===== src/rtl/shared_reg_pkg.sv =====
// Shared definitions for the shared-register write arbiter.
//   state_t   : arbiter FSM encoding (2'd3 is unused and recovers to IDLE)
//   DEF_*     : default requester count and data width
//   rr_pick() : rotating-priority winner search starting at a pointer
package shared_reg_pkg;

  typedef enum logic [1:0] {
    IDLE  = 2'd0,
    GRANT = 2'd1,
    ACK   = 2'd2
  } state_t;

  localparam int DEF_NUM_REQ = 4;
  localparam int DEF_WIDTH   = 8;

  // Upper bound on requesters the search function handles; req is
  // zero-extended to this width by the caller.
  localparam int MAX_REQ = 32;

  // Returns the first asserted request at or after ptr, wrapping modulo n.
  // Scanning from the far end downward lets the closest hit overwrite the
  // rest, so the result is the lowest rotated distance from ptr.
  function automatic int rr_pick(input logic [MAX_REQ-1:0] req,
                                 input int ptr,
                                 input int n);
    int idx;
    int win;
    win = ptr;
    for (int k = MAX_REQ - 1; k >= 0; k--) begin
      if (k < n) begin
        idx = ptr + k;
        if (idx >= n) idx = idx - n;
        if (req[idx[4:0]]) win = idx;
      end
    end
    return win;
  endfunction

endpackage


===== src/rtl/sync_reg_bank.sv =====
// WIDTH-bit storage register with synchronous clear and load enable.
//   clk    : rising-edge clock
//   rst    : synchronous active-high clear to zero
//   i_load : capture i_d on the next rising edge
//   i_d    : data to capture
//   o_q    : stored value
module sync_reg_bank
  import shared_reg_pkg::*;
#(
  parameter int WIDTH = DEF_WIDTH
) (
  input  logic             clk,
  input  logic             rst,
  input  logic             i_load,
  input  logic [WIDTH-1:0] i_d,
  output logic [WIDTH-1:0] o_q
);

  logic [WIDTH-1:0] r_q;

  always_ff @(posedge clk) begin
    if (rst) begin
      r_q <= '0;
    end else if (i_load) begin
      r_q <= i_d;
    end
  end

  assign o_q = r_q;

endmodule


===== src/rtl/shared_reg_arbiter.sv =====
// Round-robin write arbiter for one shared register.
// A winner is chosen in IDLE, granted for one cycle (GRANT), written into
// the register if it still requests, then acknowledged for one cycle (ACK).
//   clk     : rising-edge clock
//   rst     : synchronous active-high reset
//   req     : per-requester level write request
//   wdata   : packed write data, requester i at [i*WIDTH +: WIDTH]
//   gnt     : registered one-hot grant (valid during GRANT)
//   ack     : one-cycle one-hot write-complete pulse (during ACK)
//   q       : shared register contents
//   busy    : high whenever the FSM is outside IDLE
//   last_id : index of the most recent requester that completed a write
module shared_reg_arbiter
  import shared_reg_pkg::*;
#(
  parameter int  NUM_REQ = DEF_NUM_REQ,
  parameter int  WIDTH   = DEF_WIDTH,
  localparam int ID_W    = $clog2(NUM_REQ)
) (
  input  logic                     clk,
  input  logic                     rst,
  input  logic [NUM_REQ-1:0]       req,
  input  logic [NUM_REQ*WIDTH-1:0] wdata,
  output logic [NUM_REQ-1:0]       gnt,
  output logic [NUM_REQ-1:0]       ack,
  output logic [WIDTH-1:0]         q,
  output logic                     busy,
  output logic [ID_W-1:0]          last_id
);

  state_t             r_state;
  logic [ID_W-1:0]    r_win;
  logic [ID_W-1:0]    r_ptr;
  logic [NUM_REQ-1:0] r_gnt;
  logic [NUM_REQ-1:0] r_ack;
  logic               r_busy;
  logic [ID_W-1:0]    r_last_id;

  logic [ID_W-1:0]    w_pick;
  logic [NUM_REQ-1:0] w_pick_oh;
  logic [NUM_REQ-1:0] w_win_oh;
  logic               w_load;
  logic [WIDTH-1:0]   w_wdata_arr [NUM_REQ];

  for (genvar i = 0; i < NUM_REQ; i++) begin : g_unpack
    assign w_wdata_arr[i] = wdata[i*WIDTH +: WIDTH];
  end

  assign w_pick    = ID_W'(rr_pick(MAX_REQ'(req), int'(r_ptr), NUM_REQ));
  assign w_pick_oh = NUM_REQ'(1) << w_pick;
  assign w_win_oh  = NUM_REQ'(1) << r_win;

  // The write commits only if the winner still requests at the end of GRANT.
  assign w_load = (r_state == GRANT) && req[r_win];

  sync_reg_bank #(.WIDTH(WIDTH)) u_bank (
    .clk    (clk),
    .rst    (rst),
    .i_load (w_load),
    .i_d    (w_wdata_arr[r_win]),
    .o_q    (q)
  );

  always_ff @(posedge clk) begin
    if (rst) begin
      r_state   <= IDLE;
      r_win     <= '0;
      r_ptr     <= '0;
      r_gnt     <= '0;
      r_ack     <= '0;
      r_busy    <= 1'b0;
      r_last_id <= '0;
    end else begin
      case (r_state)
        IDLE: begin
          r_ack <= '0;
          if (|req) begin
            r_win   <= w_pick;
            r_gnt   <= w_pick_oh;
            r_busy  <= 1'b1;
            r_state <= GRANT;
          end else begin
            r_gnt   <= '0;
            r_busy  <= 1'b0;
          end
        end
        GRANT: begin
          r_gnt <= '0;
          if (req[r_win]) begin
            // last_id and ptr move here so they are already visible while
            // ack is high.
            r_ack     <= w_win_oh;
            r_last_id <= r_win;
            r_ptr     <= (r_win == ID_W'(NUM_REQ - 1)) ? '0 : r_win + 1'b1;
            r_state   <= ACK;
          end else begin
            // Winner withdrew: abort with no write and pointer untouched.
            r_busy  <= 1'b0;
            r_state <= IDLE;
          end
        end
        ACK: begin
          r_ack   <= '0;
          r_busy  <= 1'b0;
          r_state <= IDLE;
        end
        default: begin
          r_gnt   <= '0;
          r_ack   <= '0;
          r_busy  <= 1'b0;
          r_state <= IDLE;
        end
      endcase
    end
  end

  assign gnt     = r_gnt;
  assign ack     = r_ack;
  assign busy    = r_busy;
  assign last_id = r_last_id;

endmodule


===== config.mk =====
export PLATFORM = sky130hd
export DESIGN_NAME = shared_reg_arbiter
export DESIGN_NICKNAME = d
export VERILOG_FILES = /design/src/rtl/shared_reg_pkg.sv /design/src/rtl/sync_reg_bank.sv /design/src/rtl/shared_reg_arbiter.sv
export SDC_FILE = /design/constraint.sdc
export NUM_CORES = 1
export LEC_CHECK = 0
export CORE_UTILIZATION = 48
export DETAILED_ROUTE_END_ITERATION = 6
export HOLD_SLACK_MARGIN = 0.12
export MAX_ROUTING_LAYER = met4
export PLACE_DENSITY_LB_ADDON = 0.08
export SLEW_MARGIN = 10
export SYNTH_ARGS = -nofsm -noshare
export SYNTH_HDL_FRONTEND = slang
export SYNTH_SLANG_ARGS = --single-unit

===== constraint.sdc =====
create_clock -name clk -period 3.8 [get_ports clk]
set_input_delay 0.76 -clock clk [delete_from_list [all_inputs] [get_ports clk]]
set_output_delay 0.76 -clock clk [all_outputs]
set_load 0.03 [all_outputs]

# Word-level counts from Yosys, hierarchy flattened
# Index checks and enable logic that the tools add are counted.
# Widths: inputs -> output; s select.
# totals
regBits	25
out_inout_bits	19
wordCells	71
# op_classes
addsub	8
n_lt_le_gt_ge	10
n_eq_ne	5
n_shift	2
mux	30
n_bitwise	2
reduce_logical	6
# op_table
operator	count
$lt 5x6->1 const B	4
$bmux 1 s5	4
$mux 5	4
$bmux 8 s2	1
$mux 8	2
$mux 2	7
$ge 3x3->1 const B	4
$sub 3x3->4 const B	3
$pmux 4 s2	1
$shl 1x2->4 const A	2
$mux 1	7
$add 2x2->3 const B	2
$eq 2x2->1 const B	2
$mux 4	1
$ne 2x2->1 const B	2
$pmux 2 s2	1
$reduce_and 2->1	2
$reduce_or 4->1	1
$sub 2x3->4 const B	1
$add 2x1->3 const B	1
$ge 2x3->1 const B	1
$lt 2x3->1 const B	1
$not 2->3	1
$add 2x1->2 const B	1
7 further kinds	7

# Longest topological paths before layout
# logic_depth
depth_word	12
mapped_depth	8
mapped_depth_nobuf	7

# Modules after synthesis
# A second synthesis with hierarchy kept.
# unflattened
hier_cells	141
hier_area_um2	1473.9
# by_module_without_submodules
module	instances	cells_per_inst	area_each_um2	seq_area_each_um2
shared_reg_arbiter	1	115	1188.6	340.3
sync_reg_bank	1	26	285.3	160.2

# Least setup slack after synthesis
# No wires, ideal clock.
# synth_path
path_type	input-to-reg
startpoint	in req[2]
endpoint	reg r_win[0]
setup_time_ps	58
arrival_ps	2095
required_ps	3742
path_slack_ps	1646
stages	6
path_cell_list	or4_1 > buf_2 > and2_4 > o2111a_1 > nor3_2 > o211a_1
# synth_via
elab_chain_len	6
# synth_rtl
element	line	source
from (decl)	shared_reg_arbiter.sv:22	input logic [NUM_REQ-1:0] req,
$bmux 1 s5	shared_reg_pkg.sv:33	if (req[idx[4:0]]) win = idx;
$mux 1 (implied by the code)	shared_reg_pkg.sv:33	
$mux 2 (4 in a row)	shared_reg_pkg.sv:33	
to (signal assigned)	shared_reg_arbiter.sv:78	r_win <= w_pick;
to (decl)	shared_reg_arbiter.sv:32	logic [ID_W-1:0] r_win;
# Parallel ways exist; a longest one is shown, timed or not. The select of a mux whose other input is x is not followed.
# A chain may end at the register's enable or synchronous reset.

# Final worst setup path
# layout_path
startpoint	in req[2]
endpoint	reg r_gnt[2], in the netlist gnt[2]
# layout_via
elab_chain_len	9
# layout_rtl
element	line	source
$bmux 1 s5	shared_reg_pkg.sv:33	
$mux 1 (implied by the code)	shared_reg_pkg.sv:33	
$mux 2 (4 in a row)	shared_reg_pkg.sv:33	
$shl 1x2->4	shared_reg_arbiter.sv:50	assign w_pick_oh = NUM_REQ'(1) << w_pick;
$mux 4 *	shared_reg_arbiter.sv:77	if (|req) begin
$pmux 4 s2 *	shared_reg_arbiter.sv:74	case (r_state)
to (signal assigned)	shared_reg_arbiter.sv:79	r_gnt <= w_pick_oh;
to (decl)	shared_reg_arbiter.sv:34	logic [NUM_REQ-1:0] r_gnt;
# Every way passes the cells marked *; elsewhere a longest branch is shown, timed or not. The select of a mux whose other input is x is not followed.

==> results.tsv <==
metric	value	unit
run_status	finished, final reports clean	
antenna_violating_nets_post_route	0	
placed_area	2160	sq um
port_buffers	56	
finalInstanceArea	2186	sq um
finalHoldWorstSlack	0.4607	ns
r2r-start	r_ptr[0]$_SDFFE_PP0P_	
setup_bufs_post_cts	0	
timing_hold_violations_final	0	
route.vias.total	1440	
min_delay_path_depth	2	
setup_violations	0	
layout-drive-gt1-share	12.09	%
crit_arrival	2.68	ns
count_of_boundary_i_o_pins	57	
number_of_global_route_vias_before_repair	1418	
die_w	59.22	microns
finalNetCount	263	
holdPathEnd	u_bank.o_q[5]$_SDFFE_PP0P_	
timing.critical_path.from_type	primary input	
fin_util	71.02	%
rsz0062_at_grt	no	
worst_path_max_delay_cell	or4_1	
holdCritPathClass	reg -> reg	
synth.distinct_cells	44	
worstPathCellList	clkdlybuf4s50_1 -> or4_1 -> and2_4 -> o2111a_1 -> nor3_2 -> a211oi_2	
max-cap-violations	0	
depth_of_the_most_critical_reg_to_reg_path	8	
clock_slew_seen_by_the_registers_of_the_worst_setup_and_hold_paths	0.12	ns
ctsLongestPathBuffers	2	
synth.cell_area	1572	sq um
synth-seq-cells	25	
total_power	0.7738	mW
critical_path.reg2reg.endpoint	gnt[2]$_SDFFE_PP0P_	
tritoncts_num_sinks	25	
criticalPathCategory	in -> reg	
antenna_found_initial	0	
timing.final.max_slew_violations	0	
achievable_clock_frequency	400.5	MHz
cpLargestDelayFamily	simple AND/OR/NAND/NOR gates	
start_point_of_the_worst_hold_path	u_bank.o_q[5]$_SDFFE_PP0P_	
vdd_ir_drop_max	0.0002318	V
detailedRoute.firstIterationViolations	93	
grt_start_max_net_pins	17	
final.setup.worst_slack	1.303	ns
vias_per_cell	5.560	
wl	3614	microns
worst-slew-pin-transition	0.6370	ns
portion_of_the_post_synthesis_area_used_by_sequential_elements	31.85	%
cts_hold_buffers	0	
worst_ep_required_time	3.99	ns
worst_slew_margin_rel	57.40	%
core	3078	sq um
dp_cells	255	
rrSetupSlack	1.37	ns
floorplan.initialDensity	51.06	%
synth_area_per_cell	9.761	sq um
fin_cells	259	
global_route.usage.total	23.22	%
die_height	59.22	microns
placement_rows	20	
cts_made_buffers	3	
place_ws	0.9674	ns
insertedDiodeCount	0	
ctsResizeCount	0	
tritoncts	done	
grt_overflow_total	0	
cp_slowest_stage_delay	0.66	ns
synth_ff_type	dfxtp_1	
timing.final.crit_share	65.70	%
dp_hpwl	2878	microns
post_synth_inst_count	161	
cts_root_buffer	clkbuf_4	
gpl.final_weighted_congestion	0.8978	
drc_errors	0	
power.static_leakage	0.8120	nW
p_per_area	354.0	nW/um^2
htree_levels	1	
synthArstFlopShare	0	%
setup-tns-final	0	ns
synth-edff-count	0	
clk_latency	0.32	ns
yosysWarnings	0	
cp.buffers_inverters	1	
timing.final.crit_period	2.497	ns
critical_path_peak_fanout	6	
detailedRoute.firstPassIterationCount	4	
synthesis.nets	208	
synthToLayoutAreaGrowth	39.09	%
critPathCaptureType	flop	
fp.dieArea	3507	sq um
finalClockSkew	0.006901	ns
wl_per_cell	13.95	microns
grt_first_pass_wirelength	5920	microns
worst register-to-register path, stage by stage, from the launching register on:
cell	delay [ns]
dfxtp_1	0.33
buf_4	0.22
inv_1	0.16
ha_1	0.36
a21boi_0	0.31
a22oi_1	0.20
o2111a_1	0.30
nor3_2	0.30
a211oi_2	0.12
synthesized netlist by cell type (2+ instances only):
library cell,number,area share [%]
nand2_1,26,6.2
dfxtp_1,25,32
a21oi_1,15,4.8
mux4_2,10,14
ha_1,9,7.2
nor2_1,8,1.9
inv_1,7,1.7
mux2i_1,5,3.2
nor3_1,5,1.6
buf_2,4,1.3
nand3_1,3,0.96
o21ai_0,3,0.96
a21o_1,2,0.96
a22o_1,2,1.1
and2_1,2,0.80
clkbuf_1,2,0.48
mux2_2,2,1.4
mux2_4,2,1.9
nand3b_1,2,0.96
nand4_1,2,0.80
o2111a_1,2,1.4
metal layers:
metal	global-route usage (%)	vias up	part of all wire (%)
li1	-	701	-
met1	26.82	688	43
met2	39.97	46	51
met3	4.803	5	4.5
met4	7.483	0	0.80
met5	-	-	0
state kept, by name, indices dropped and copies added (netlist names):
register and cells:
u_bank.o_q 8, ack 4, gnt 4, last_id 2, r_ptr 2, r_state 2, r_win 2, busy 1
placed cells by master (no fill, tap or decap), types with 3 or more instances in the layout:
| cell | synthesis | final |
|---|---|---|
| o21ai_0 | 3 | 3 |
| mux2i_1 | 5 | 5 |
| mux4_2 | 10 | 10 |
| ha_1 | 9 | 9 |
| nand2_1 | 26 | 26 |
| a21oi_1 | 15 | 15 |
| nor3_1 | 5 | 5 |
| nand3_1 | 3 | 3 |
| clkdlybuf4s50_1 | 0 | 56 |
| dfxtp_1 | 25 | 25 |
| clkbuf_4 | 0 | 3 |
| inv_1 | 7 | 7 |
| nor2_1 | 8 | 8 |
| buf_4 | 1 | 3 |
how the worst max path moves through the flow:
stage,startpoint,endpoint,slack [ns],cells past startpoint
final,req[2],gnt[2]$_SDFFE_PP0P_,1.30,6
after global routing,r_ptr[1]$_SDFFE_PP0P_,gnt[2]$_SDFFE_PP0P_,1.18,7
after CTS,req[2],gnt[2]$_SDFFE_PP0P_,1.31,6
after detailed placement,req[2],gnt[2]$_SDFFE_PP0P_,0.97,6
after global placement,req[2],gnt[2]$_SDFFE_PP0P_,1.07,6
after floorplan,req[2],r_win[0]$_SDFFE_PP0P_,1.65,6
power breakdown:
| part | leakage (nW) | switching (mW) | internal (mW) | total, mW |
|---|---|---|---|---|
| registers | 0.204 | 0.0241 | 0.288 | 0.312 |
| clock network | 0.0150 | 0.0743 | 0.0411 | 0.115 |
| logic | 0.593 | 0.172 | 0.174 | 0.346 |
cell families after synthesis:
family / share of synthesized area (%)
and+or+nand+nor: 16.16
AOI/OAI and AO/OA: 17.44
DFF: 31.85
muxes: 22.53
buffers and inverters: 4.857
adders and majority gates: 7.166
final cells by class:
class / count / area (sq um)
clock buffers: 4 / 26.28
fillers: 236 / 892.1
inverters: 7 / 26.28
multi-input cells: 120 / 994.7
flip-flops and latches: 25 / 500.5
well taps: 44 / 55.05
repair buffers: 59 / 583.1
(Power assumes the default switching activity.)
